<file path="src/rtl/ps2_host_tx.sv">
// PS/2 host-to-device command sender: inhibit, request-to-send, 11 device-clocked bits, ACK check.
// Lines filtered 2FF+4 samples (~7 clk lag); start accepted only while idle, never queued.
module ps2_host_tx #(
    parameter int INHIBIT_CYC = 12000,
    parameter int SETUP_CYC   = 200,
    parameter int TIMEOUT_CYC = 1500000
) (
    input  logic       clk,
    input  logic       clrn,
    input  logic       ps2_clk_in,
    input  logic       ps2_data_in,
    output logic       ps2_clk_oe,
    output logic       ps2_data_oe,
    input  logic [7:0] din,
    input  logic       start,
    output logic       busy,
    output logic       done,
    output logic       err
);
    localparam int MAX_A = (INHIBIT_CYC > SETUP_CYC) ? INHIBIT_CYC : SETUP_CYC;
    localparam int MAX_C = (MAX_A > TIMEOUT_CYC) ? MAX_A : TIMEOUT_CYC;
    localparam int CW    = $clog2(MAX_C + 1);
    localparam logic [CW-1:0] INH_LAST = CW'(INHIBIT_CYC - 1);
    localparam logic [CW-1:0] SET_LAST = CW'(SETUP_CYC - 1);
    localparam logic [CW-1:0] TMO_LAST = CW'(TIMEOUT_CYC - 1);

    typedef enum logic [2:0] {
        S_IDLE, S_INHIBIT, S_SETUP, S_RELEASE, S_BITS, S_ACK, S_WAIT_IDLE
    } state_t;

    state_t        state_q, state_d;
    logic [CW-1:0] cnt_q, cnt_d;
    logic [8:0]    frame_q, frame_d;
    logic          bit_q, bit_d;
    logic [3:0]    idx_q, idx_d;
    logic          ack_q, ack_d;
    logic          done_q, done_d;
    logic          err_q, err_d;

    logic [1:0]    clk_sync_q, dat_sync_q;
    logic [3:0]    clk_hist_q, dat_hist_q;
    logic          clk_filt_q, dat_filt_q, clk_prev_q;
    logic          fall;
    logic          timed;
    logic          tmo;

    always_ff @(posedge clk) begin
        if (!clrn) begin
            clk_sync_q <= 2'b11;
            dat_sync_q <= 2'b11;
            clk_hist_q <= 4'hF;
            dat_hist_q <= 4'hF;
            clk_filt_q <= 1'b1;
            dat_filt_q <= 1'b1;
            clk_prev_q <= 1'b1;
        end else begin
            clk_sync_q <= {clk_sync_q[0], ps2_clk_in};
            dat_sync_q <= {dat_sync_q[0], ps2_data_in};
            clk_hist_q <= {clk_hist_q[2:0], clk_sync_q[1]};
            dat_hist_q <= {dat_hist_q[2:0], dat_sync_q[1]};
            if (clk_hist_q == 4'hF) clk_filt_q <= 1'b1;
            else if (clk_hist_q == 4'h0) clk_filt_q <= 1'b0;
            if (dat_hist_q == 4'hF) dat_filt_q <= 1'b1;
            else if (dat_hist_q == 4'h0) dat_filt_q <= 1'b0;
            clk_prev_q <= clk_filt_q;
        end
    end

    assign fall  = clk_prev_q & ~clk_filt_q;
    assign timed = (state_q == S_RELEASE) || (state_q == S_BITS) ||
                   (state_q == S_ACK) || (state_q == S_WAIT_IDLE);
    // A device edge in the same cycle as the limit wins over the timeout.
    assign tmo   = timed && !fall && (cnt_q == TMO_LAST);

    always_comb begin
        state_d = state_q;
        cnt_d   = cnt_q + 1'b1;
        frame_d = frame_q;
        bit_d   = bit_q;
        idx_d   = idx_q;
        ack_d   = ack_q;
        done_d  = 1'b0;
        err_d   = 1'b0;
        case (state_q)
            S_IDLE: begin
                cnt_d = '0;
                if (start) begin
                    frame_d = {~^din, din};
                    bit_d   = 1'b0;
                    idx_d   = 4'd0;
                    ack_d   = 1'b0;
                    state_d = S_INHIBIT;
                end
            end
            S_INHIBIT: if (cnt_q == INH_LAST) state_d = S_SETUP;
            S_SETUP:   if (cnt_q == SET_LAST) state_d = S_RELEASE;
            S_RELEASE, S_BITS: begin
                if (fall) begin
                    // Ones shifted in behind the parity bit become the stop bit.
                    bit_d   = frame_q[0];
                    frame_d = {1'b1, frame_q[8:1]};
                    idx_d   = idx_q + 4'd1;
                    state_d = (idx_q == 4'd9) ? S_ACK : S_BITS;
                end
            end
            S_ACK: begin
                if (fall) begin
                    ack_d   = ~dat_filt_q;
                    err_d   = dat_filt_q;
                    state_d = S_WAIT_IDLE;
                end
            end
            S_WAIT_IDLE: begin
                if (clk_filt_q && dat_filt_q) begin
                    done_d  = ack_q;
                    state_d = S_IDLE;
                end
            end
            default: state_d = S_IDLE;
        endcase
        if (tmo) begin
            state_d = S_IDLE;
            done_d  = 1'b0;
            // A NACK already reported its err; do not pulse a second one.
            err_d   = (state_q == S_WAIT_IDLE) ? ack_q : 1'b1;
        end
        if ((state_d != state_q) || (timed && fall)) cnt_d = '0;
    end

    always_ff @(posedge clk) begin
        if (!clrn) begin
            state_q <= S_IDLE;
            cnt_q   <= '0;
            frame_q <= 9'h1FF;
            bit_q   <= 1'b1;
            idx_q   <= 4'd0;
            ack_q   <= 1'b0;
            done_q  <= 1'b0;
            err_q   <= 1'b0;
        end else begin
            state_q <= state_d;
            cnt_q   <= cnt_d;
            frame_q <= frame_d;
            bit_q   <= bit_d;
            idx_q   <= idx_d;
            ack_q   <= ack_d;
            done_q  <= done_d;
            err_q   <= err_d;
        end
    end

    assign ps2_clk_oe  = (state_q == S_INHIBIT) || (state_q == S_SETUP);
    assign ps2_data_oe = ((state_q == S_SETUP) || (state_q == S_RELEASE) ||
                          (state_q == S_BITS)) && ~bit_q;
    assign busy        = (state_q != S_IDLE);
    assign done        = done_q;
    assign err         = err_q;
endmodule
</file>
<file path="config.mk">
export PLATFORM = sky130hd
export DESIGN_NAME = ps2_host_tx
export DESIGN_NICKNAME = d
export VERILOG_FILES = /design/src/rtl/ps2_host_tx.sv
export SDC_FILE = /design/constraint.sdc
export NUM_CORES = 1
export LEC_CHECK = 0
export ABC_AREA = 1
export CAP_MARGIN = 0
export CORE_MARGIN = 2
export CORE_UTILIZATION = 28
export DETAILED_ROUTE_END_ITERATION = 6
export PLACE_DENSITY = 0.5
export SLEW_MARGIN = 15
export SYNTH_ARGS = -nofsm -noshare
export SYNTH_HDL_FRONTEND = slang
export SYNTH_SLANG_ARGS = --single-unit
</file>
<file path="constraint.sdc">
create_clock -name clk -period 1.6 [get_ports clk]
set_input_delay 0.16 -clock clk [delete_from_list [all_inputs] [get_ports clk]]
set_output_delay 0.16 -clock clk [all_outputs]
set_load 0.01 [all_outputs]
</file>
# Word level (Yosys, flattened, before mapping)

Cells that the tools add are included.

Add/sub/neg operators: 2
Eq/ne operators: 16
Mux-type cells: 24
Bitwise logic cells: 7
Reductions and logical operators: 27

Operator list:

| operator                | number |
|---|---|
| $add A21 B1 Y21 const B | 1 |
| $eq A21 B14 Y1 const B  | 1 |
| $eq A21 B21 Y1 const B  | 1 |
| $eq A21 B8 Y1 const B   | 1 |
| $mux W3                 | 7 |
| $mux W9                 | 2 |
| $pmux W3 S6             | 1 |
| $pmux W9 S2             | 1 |
| $eq A4 B4 Y1 const B    | 3 |
| $eq A3 B3 Y1 const B    | 3 |
| $logic_not A4 Y1        | 2 |
| $mux W1                 | 8 |
| $mux W4                 | 2 |
| $pmux W4 S2             | 1 |
| $reduce_xnor A8 Y1      | 1 |
| $logic_or A1 B1 Y1      | 7 |
| $eq A3 B2 Y1 const B    | 2 |
| $ne A2 B2 Y1 const B    | 3 |
| $not A1 Y1              | 6 |
| $reduce_and A3 Y1       | 2 |
| $reduce_or A2 Y1        | 3 |
| $logic_and A1 B1 Y1     | 5 |
| $add A4 B1 Y4 const B   | 1 |
| $pmux W1 S2             | 2 |
| other kinds (9)         | 10 |

Register bits: 56
Bits of input ports: 13
Output and inout port bits: 5
Word-level logic and storage cells: 91

# Logic depth before layout (Yosys ltp)

Gate-level depths: netlist of run 1.

Depth after elaboration: 10
Depth in mapped cells: 14
Depth with buffers taken out: 13

# Least setup slack after synthesis of run 1

No wires, ideal clock.

Kind: register to register
From: reg cnt_q[0]
To: reg cnt_q[2]
Setup time: 0.117 ns
Arrival: 1.513 ns
Required time: 1.483 ns
Setup slack: -0.029 ns
Cell stages (with the launch flop): 14
Path buffers: 1
Period minus slack after synthesis: 1.629 ns
Cells stage by stage: dfxtp_1 > ha_1 > nand3_1 > nor2_1 > nand2_1 > nor2_2 > nand2_4 > nand2_2 > nand2_1 > nand2_1 > nor2_2 > nand2_2 > buf_6 > nor2_2

Cells in the longest elaborated chain, start to end: 7
Elaborated cells on any way between the ends: 12
Classes of those cells: add/sub (1); eq/ne (4); mux (4); reduce/logical (3)

Ends and longest elaborated chain:

| item                                            | RTL line | text |
|---|---|---|
| start: declaration                              | 32       | `logic [CW-1:0] cnt_q, cnt_d;` |
| start signal: assignment                        | 142      | `cnt_q <= cnt_d;` |
| $eq A21 B8 Y1 or $eq A21 B14 Y1 (tied branches) | 96, 95   |  |
| $mux W3 (on tied branches)                      | 96, 95   |  |
| $pmux W3 S6                                     | 84       | `case (state_q)` |
| $mux W3                                         | 121      | `if (tmo) begin` |
| $ne A3 B3 Y1                                    | 127      | `if ((state_d != state_q) \|\| (timed && fall)) cnt_d = '0;` |
| $logic_or A1 B1 Y1                              | 127      |  |
| $reduce_or A3 Y1 (no source line)               | -        |  |

Several ways; a longest one is shown, not always the timed one.
A chain may end at the register's enable or synchronous reset.

# Final worst setup path of run 1

From: reg cnt_q[0]
To: reg cnt_q[0]

The elaborated chain is that of the path after synthesis.

==> metrics.yaml, run 1 <==
power:
  powerDensity_nw_per_um2: 609.8
  p_leak_nw: 1.794
  ir_worst_vdd_uv: 332.0
global_route:
  antenna_found_initial: 0
  grt_max_degree: 19
  grt_pass1_vias: 2592
  grt_util_all_layers: 0.1255
  grt_pass1_wl_um: 11530
  gr-total-overflow: 0
logic_synthesis:
  netlist.area_leader.share: 0.3928
  synthTopCellsByArea: "dfxtp_1 39%, nand2_1 8.8%, nor2_1 7.9%"
  synth_adder_area_share: 0.01754
  synthDistinctLibCells: 35
  synth-async-reset-ratio: 0
  synth_fp_nets: 399
  synth_ff_type: "dfxtp_1"
  synth_seq_area_share: 0.3928
  synthTopCellsByCount: "67 x nand2_1, 60 x nor2_1, 56 x dfxtp_1, 41 x inv_1, 23 x nand3_1"
  ys_warn_count: 0
  synth_area_leader_cell: "dfxtp_1"
  synth_edf_count: 0
  yosysMostFrequentCell: "nand2_1"
  synthXorXnorAreaFrac: 0.07979
  ys_seq_elements: 56
  synth_top_family_by_area: "simple AND/OR/NAND/NOR gates"
  synth_compound_area_frac: 0.06620
  synth_mux_area_frac: 0
  yosys.area_share.simple: 0.3639
  synthCells: 382
  synthesis.area_um2: 2854
  avgSynthCellArea_um2: 7.471
detailed_routing:
  firstDrtPassIters: 6
  post_drt_wl_per_cell_um: 11.22
  drt_wl_total_um: 6957
  vias: 2711
  drt_drc_violations_left: 0
  ant_nets: 0
  dr.first_iter.drc_count: 71
  viasPerCell: 4.373
sta:
  fin_hold_ws_ns: 0.4016
  rsz0062_at_grt: "true"
  min_period_over_period: 1.097
  layout_setup_ws_ns: -0.1545
  fin_crit_ns: 1.755
  tightest_slew_ns: 0.2890
  drv_slew: 0
  setup_viol_count_final: 22
  finClkSkew_ns: 0.01082
  max_clock_freq_mhz: 570.0
  timing.slew.headroom: 0.8049
  hold_viol: 0
clock_tree:
  cts-root-buf: "clkbuf_8"
  clk_pin_slew_ns: 0.11
  clock_sinks: 56
  clock_path_buffers: 2
  htreeDepth: 2
  cts_inserted_buffers: 5
  cts_tree: "done"
  clkLatencyLatePin_ns: 0.32
worst_setup_path:
  crit_arrival_ns: 1.98
  crit_required_ns: 1.82
  end_kind: "flop"
  start_kind: "flop"
  critPathMaxFanout: 12
  r2r_cells: 13
  worstSetupPathType: "reg2reg"
run_status:
  violations: "negative setup slack"
  status: "finished with violations"
floorplan:
  dieHeight_um: 105.0
  ios: 18
  die_w_um: 105.0
  core-area_um2: 9819
  start_util: 0.2906
  dieArea_um2: 11020
  std_cell_rows: 36
flow_run:
  drv_cap: 0
place:
  post-place-ws_ns: -0.2252
  place.gp.congestion: 0.8529
  post_dp_cell_area_um2: 3797
  place_inst: 605
  port_buffers: 17
  hpwl_um: 5093
hold_path:
  min_path_type: "in2reg"
  hold_depth: 2
final_layout:
  drive_gt1_frac: 0.4251
  fin_area_um2: 4232
  antenna_cells: 0
  fin_nets: 503
  final_cells: 620
  syn_to_final_growth_pct: 48.27
[metal layers]
metal	vias up	routed length [um]	share of wire	GRT usage
met4	0	65	0.0093	0.02857
met3	8	174	0.025	0.02308
li1	1428	-	-	-
met1	1242	3309	0.48	0.1657
met2	33	3407	0.49	0.2120
met5	-	0	0	0
[state kept, by name, summed over array words and instances, names as in the netlist]
signal / count
dat_sync_q: 2
idx_q: 4
clk_hist_q: 4
dat_filt_q: 1
frame_q: 9
ack_q: 1
done: 1
dat_hist_q: 4
cnt_q: 21
state_q: 3
bit_q: 1
clk_sync_q: 2
err: 1
clk_filt_q: 1
clk_prev_q: 1
[cell usage in the layout (no fill, tap or decap), types with 3 or more instances in the layout]
cell type,instances
nand4_1,5
buf_12,4
nor2_1,50
buf_4,79
o311ai_1,3
or2_2,12
dfxtp_4,5
nor2_4,11
o21ai_0,6
nand2_2,14
nor4_1,3
nand2_1,54
buf_6,4
o311ai_0,4
dfxtp_2,10
nor3_1,7
nand3_1,20
nand2_4,5
nor2_2,23
nand3_2,3
xnor2_1,6
clkbuf_8,5
nor3_2,3
clkdlybuf4s50_1,14
inv_2,7
inv_1,36
xor2_1,20
dfxtp_1,41
[critical path: stages, from the launching register on]
cell and delay [ns]:
dfxtp_4 0.40, ha_4 0.14, nand3_4 0.08, nor2_1 0.10
nand2_1 0.07, nor2_2 0.15, nand2_4 0.11, nand2_2 0.09
nand2_1 0.07, nand2_2 0.08, nor2_4 0.05, nand2_4 0.10
buf_12 0.16, nor2_1 0.05
[where the power goes]
part,switching [mW],internal (mW)
Combinational,0.152,0.158
Clock,0.500,0.313
Sequential,0.0289,1.43
Total,0.681,1.90
[layout make-up]
| cell class | count | area (um^2) |
|---|---|---|
| timing repair buffer | 104 | 900.9 |
| clock buffer | 5 | 68.82 |
| inverter | 45 | 173.9 |
| clock inverter | 3 | 21.27 |
| sequential | 56 | 1152 |
| fill | 1076 | 5588 |
| timing repair inverter | 1 | 7.507 |
| multi-input combinational | 273 | 1740 |
| tap | 133 | 166.4 |
[final timing paths]
check,startpoint,endpoint,slack [ns]
worst min-delay path,ps2_data_in,dat_sync_q[0]$_SDFF_PN1_,0.40
worst min register to register,clk_sync_q[1]$_SDFF_PN1_,clk_hist_q[0]$_SDFF_PN1_,0.42
worst max-delay path,cnt_q[0]$_SDFF_PP0_,cnt_q[0]$_SDFF_PP0_,-0.15
worst max register to register,cnt_q[0]$_SDFF_PP0_,cnt_q[0]$_SDFF_PP0_,-0.15
[per-stage QoR]
step	total power, mW	utilization	TNS, ns
6_report	2.581	0.4309	-2.971
5_1_grt	2.705	0.4309	-5.880
4_1_cts	2.580	0.3991	-2.474
3_5_place_dp	1.760	0.3867	-4.333
3_3_place_gp	1.755	0.3867	-3.638
2_1_floorplan	1.633	-	0
[what timing repair did]
action                                  in CTS  in global routing
endpoints found under the setup margin      32                 35
resized for setup                           21                 76
endpoints found under the hold margin        0                  0
hold buffers                                 0                  0
setup buffers                                0                  7
pin swaps                                    1                 14
cloned                                       0                  2
[logic make-up (layout without fill, tap and decap cells)]
family | count (synthesis) | in the layout
flip-flops | 56 | 56
AO/OA/AOI/OAI | 27 | 27
adder cells (fa/ha/maj) | 4 | 4
XOR/XNOR | 26 | 26
AND/OR/NAND/NOR | 216 | 216
buffers and inverters | 53 | 158
Power figures use the tool's default switching activity.
==> run 2, diff against run 1 <==
==> constraint.sdc (replaced) <==
create_clock -name clk -period 1.6 [get_ports clk]
set_input_delay 0.32 -clock clk [delete_from_list [all_inputs] [get_ports clk]]
set_output_delay 0.32 -clock clk [all_outputs]
set_load 0.01 [all_outputs]
==> metrics.yaml, run 2 (synthesis gave the netlist of run 1 again) <==
run_status:
  status: "finished with violations"
  violations: "negative setup slack"
worst_setup_path:
  cpMostUsedCell: "nand2_2"
  slowest_delay_ns: 0.39
  worstPathCellList: "buf_6, nor3_2, buf_4, inv_1, nand2_1, nor2_1, nand2_1, nand2_2, nand2_2, nand2_2, nor2_4, nand2_4, buf_12, nor2_2"
  crit_end: "cnt_q[9]$_SDFF_PP0_"
  crit_family: "simple AND/OR/NAND/NOR gates"
  crit_arrival_ns: 2.05
  start_kind: "flop"
  end_kind: "flop"
  timing.rr.start: "state_q[0]$_SDFF_PN0_"
  rr_endpoint: "cnt_q[9]$_SDFF_PP0_"
  crit_required_ns: 1.86
  critPathMaxFanout: 7
  crit_buf_inv: 4
  startpoint: "state_q[0]$_SDFF_PN0_"
  worstSetupPathType: "reg2reg"
  slowest_stage: "dfxtp_4"
  r2r_cells: 14
  path_depth: 14
  r2r_setup_slack_ns: -0.19
sta:
  hold_viol: 0
  setup_viol_count_final: 22
  rsz0062_at_grt: "true"
  finClkSkew_ns: 0.004486
  fin_crit_ns: 1.792
  timing.slew.headroom: 0.7259
  drv_slew: 0
  min_period_over_period: 1.120
  layout_setup_ws_ns: -0.1919
  max_clock_freq_mhz: 558.1
  final.setup.tns_ns: -3.884
  tightest_slew_ns: 0.4075
global_route:
  grt_pass1_wl_um: 11860
  gr-total-overflow: 0
  grt_max_degree: 20
  antenna_found_initial: 0
  grt_util_all_layers: 0.1310
  grt_pass1_vias: 2616
detailed_routing:
  post_drt_wl_per_cell_um: 11.35
  ant_nets: 0
  wl_met2_um: 3471
  wl_met3_um: 160
  vias: 2731
  met1_length_um: 3398
  highest_layer: "met4"
  viasPerCell: 4.356
  drt_wl_total_um: 7114
  firstDrtPassIters: 4
  dr.first_iter.drc_count: 57
  drt_drc_violations_left: 0
flow_run:
  drv_cap: 0
final_layout:
  largest_reg_flops: 21
  seq_area_um2: 1152
  drive_gt1_frac: 0.4291
  fin_nets: 510
  antenna_cells: 0
  layout_commonest_cell: "buf_4"
  layout_common_cells: "85 x buf_4, 56 x nand2_1, 44 x nor2_1"
  final.fill_count: 1034
  fin_area_um2: 4267
  syn_to_final_growth_pct: 49.50
  multi_input_area_um2: 1733
  reg_top3: "cnt_q x21, frame_q x9"
  regMostFlops: "cnt_q"
clock_tree:
  cts_inserted_buffers: 5
  clkLatencyLatePin_ns: 0.32
  cts_hold_buf: 0
  clock_sinks: 56
  htreeDepth: 2
  cts_tree: "done"
  clock_path_buffers: 2
  cts-root-buf: "clkbuf_8"
  clk_pin_slew_ns: 0.11
floorplan:
  start_util: 0.2906
  std_cell_rows: 36
  ios: 18
  dieHeight_um: 105.0
  core-area_um2: 9819
  dieArea_um2: 11020
  die_w_um: 105.0
power:
  internal-power_mw: 1.911
  p_seq_frac: 0.558
  powerDensity_nw_per_um2: 611.5
  p_leak_nw: 1.811
  swShare: 0.2675
  power.share.clock: 0.322
  p_total_mw: 2.609
  switching_power_uw: 698.0
  pwr-share-comb: 0.120
  ir_worst_vdd_uv: 337.0
place:
  hpwl_um: 5102
  port_buffers: 17
  post_dp_cell_area_um2: 3757
  place.gp.congestion: 0.8358
hold_path:
  min_path_type: "reg2reg"
[run 2: metrics by stage]
stage                     utilization  setup slack [ns]  hold WS [ns]  std cells
after floorplan                     -          0.007522        0.3925        382
after CTS                      0.4181           -0.1357        0.4280        621
after global routing           0.4345           -0.2816        0.4338        627
after detailed placement       0.3826           -0.4298        0.3994        603
final                          0.4345           -0.1919        0.4233        627
after global placement         0.3826           -0.3326        0.3936        603
[run 2: power by group through the flow]
stage,logic (mW),registers (mW),clock network [mW]
6_report,0.314,1.45,0.840
3_3_place_gp,0.256,1.49,0
2_1_floorplan,0.146,1.49,0
4_1_cts,0.297,1.45,0.876
5_1_grt,0.346,1.46,0.918
3_5_place_dp,0.261,1.49,0
[run 2: how the worst min path moves through the flow]
stage / from / end / slack (ns) / cells past startpoint
floorplan: clk_sync_q[1]$_SDFF_PN1_ / clk_hist_q[0]$_SDFF_PN1_ / 0.39 / 1
global route: dat_sync_q[0]$_SDFF_PN1_ / dat_sync_q[1]$_SDFF_PN1_ / 0.43 / 1
CTS: dat_sync_q[1]$_SDFF_PN1_ / dat_hist_q[0]$_SDFF_PN1_ / 0.43 / 1
finish: dat_sync_q[1]$_SDFF_PN1_ / dat_hist_q[0]$_SDFF_PN1_ / 0.42 / 1
detailed placement: dat_sync_q[0]$_SDFF_PN1_ / dat_sync_q[1]$_SDFF_PN1_ / 0.40 / 1
global placement: dat_sync_q[0]$_SDFF_PN1_ / dat_sync_q[1]$_SDFF_PN1_ / 0.39 / 1
[run 2: metal layers]
metal,vias to the layer above,track usage
li1,1435,-
met1,1265,0.1692
met2,21,0.2231
met3,10,0.02495
met4,0,0.03429
met5,-,0
[run 2: timing repair]
| action | 4_1_cts | 5_1_grt |
|---|---|---|
| setup buffers | 10 | 6 |
| setup endpoints to repair | 39 | 34 |
| resized for setup | 64 | 40 |
| pin swaps | 20 | 20 |
| cloned | 1 | 0 |
[run 2: final cells by class]
type                    count  area share
multi-input cells         273      0.4062
clock buffers               5     0.01613
well taps                 133     0.03900
clock inverters             3    0.005865
flip-flops and latches     56      0.2701
inverters                  45     0.04018
repair buffers            112      0.2226
==> run 3, diff against run 2 <==
- clock period: 1.6 -> 1.48 ns (I/O delays scaled with it)
==> metrics.yaml, run 3 (synthesis gave the netlist of run 1 again) <==
floorplan:
  dieArea_um2: 11020
  std_cell_rows: 36
  die_w_um: 105.0
  core-area_um2: 9819
  dieHeight_um: 105.0
  start_util: 0.2906
  ios: 18
worst_setup_path:
  crit_arrival_ns: 2.08
  critPathMaxFanout: 6
  r2r_cells: 14
  end_kind: "flop"
  slowest_delay_ns: 0.40
  crit_required_ns: 1.75
  worstPathCellList: "buf_6, inv_4, nand3_4, inv_2, nand2_2, buf_4, nand3_1, nand2_4, nand2_2, nand2_2, nor2_4, nand2_8, buf_12, nor2_2"
  cpMostUsedCell: "nand2_2"
  slowest_stage: "dfxtp_4"
  worstSetupPathType: "reg2reg"
  start_kind: "flop"
  timing.rr.start: "state_q[0]$_SDFF_PN0_"
  rr_endpoint: "cnt_q[0]$_SDFF_PP0_"
  r2r_setup_slack_ns: -0.33
clock_tree:
  cts_inserted_buffers: 5
  cts_hold_buf: 0
  cts_tree: "done"
  htreeDepth: 2
  clk_pin_slew_ns: 0.12
  clock_sinks: 56
  clock_path_buffers: 2
  cts-root-buf: "clkbuf_8"
  clkLatencyLatePin_ns: 0.33
power:
  p_leak_nw: 1.985
  powerDensity_nw_per_um2: 637.1
  ir_worst_vdd_uv: 442.6
final_layout:
  drive_gt1_frac: 0.4835
  fin_area_um2: 4750
  fin_nets: 531
  layout_common_cells: "92 x buf_4, 51 x nand2_1, 46 x dfxtp_1"
  syn_to_final_growth_pct: 66.42
  utilization: 0.4837
  regMostFlops: "cnt_q"
  antenna_cells: 0
  largest_reg_flops: 21
  final.fill_count: 1014
  reg_top3: "cnt_q x21, frame_q x9"
  layout_commonest_cell: "buf_4"
hold_path:
  hold_depth: 1
  min_path_type: "reg2reg"
  worstHoldEndpoint: "dat_hist_q[0]$_SDFF_PN1_"
  hold_start: "dat_sync_q[1]$_SDFF_PN1_"
sta:
  layout_setup_ws_ns: -0.3259
  rsz0062_at_grt: "true"
  tightest_slew_ns: 0.3886
  hold_viol: 0
  fin_hold_ws_ns: 0.4266
  setup_viol_count_final: 39
  final.setup.tns_ns: -9.062
  min_period_over_period: 1.220
  fin_crit_ns: 1.806
  max_clock_freq_mhz: 553.7
  drv_slew: 0
  timing.slew.headroom: 0.7385
  finClkSkew_ns: 0.01431
run_status:
  violations: "negative setup slack"
  status: "finished with violations"
global_route:
  antenna_found_initial: 0
  grt_max_degree: 21
  gr-total-overflow: 0
  grt_pass1_vias: 2857
  grt_util_all_layers: 0.1411
  grt_pass1_wl_um: 12770
detailed_routing:
  drt_wl_total_um: 7740
  drt_drc_violations_left: 0
  firstDrtPassIters: 4
  vias: 2848
  ant_nets: 0
  dr.first_iter.drc_count: 73
  viasPerCell: 4.395
  post_drt_wl_per_cell_um: 11.94
flow_run:
  drv_cap: 0
place:
  hpwl_um: 5181
  place.gp.congestion: 0.8426
  port_buffers: 17
  post_dp_cell_area_um2: 3939
  post-place-ws_ns: -0.3940
run 3: cell types whose count changed in the layout (fill, tap and decap cells not counted), sizes merged:
cell           change
dlygate4sd2        +2
buf               +21
clkdlybuf4s50      -2
inv                +1
clkinvlp           -1
run 3: cell type report:
cell class              count  area, um^2  area share
clock buffers               5       68.82     0.01449
multi-input cells         273        1937      0.4078
inverters                  45       178.9     0.03767
repair buffers            133        1224      0.2576
flip-flops and latches     56        1146      0.2413
clock inverters             3       28.78    0.006059
well taps                 133       166.4     0.03504
run 3: critical path, delay by kind of cell (launching register included):
family / cells / cell delay [ns]
buffers and inverters: 5 / 0.55
AND/OR/NAND/NOR: 9 / 0.80
flip-flops: 1 / 0.40
run 3: worst max path at each step:
stage	from	to	slack, ns
6_report	state_q[0]$_SDFF_PN0_	cnt_q[0]$_SDFF_PP0_	-0.33
5_1_grt	state_q[1]$_SDFF_PN0_	cnt_q[0]$_SDFF_PP0_	-0.43
4_1_cts	state_q[0]$_SDFF_PN0_	cnt_q[0]$_SDFF_PP0_	-0.31
3_5_place_dp	state_q[0]$_SDFF_PN0_	idx_q[3]$_SDFFE_PN0P_	-0.39
3_3_place_gp	start	idx_q[3]$_SDFFE_PN0P_	-0.37
2_1_floorplan	cnt_q[0]$_SDFF_PP0_	cnt_q[4]$_SDFF_PP0_	-0.07
run 3: layer usage:
| metal | global-route usage | part of all wire | vias up |
|---|---|---|---|
| met4 | 0.03333 | 0.0078 | 0 |
| met5 | 0 | 0 | - |
| met2 | 0.2495 | 0.51 | 17 |
| li1 | - | - | 1480 |
| met1 | 0.1788 | 0.46 | 1344 |
| met3 | 0.02246 | 0.019 | 7 |
run 3: where the power goes:
| group | total (mW) | switching (mW) | internal [mW] |
|---|---|---|---|
| logic | 0.489 | 0.227 | 0.263 |
| clock network | 0.951 | 0.591 | 0.360 |
| registers | 1.59 | 0.0397 | 1.55 |
| total | 3.03 | 0.858 | 2.17 |
run 3: per-stage QoR:
step,total power [mW],instances
5_1_grt,3.175,648
3_5_place_dp,1.920,617
4_1_cts,2.934,643
2_1_floorplan,1.768,382
3_3_place_gp,1.915,617
6_report,3.026,648
run 3: repair_timing:
action                                  4_1_cts  5_1_grt
pin swaps                                    26       24
endpoints found under the setup margin       43       42
gates resized for setup                      80       70
buffers inserted                             16        6
gates cloned                                  2        1
endpoints found under the hold margin         0        0
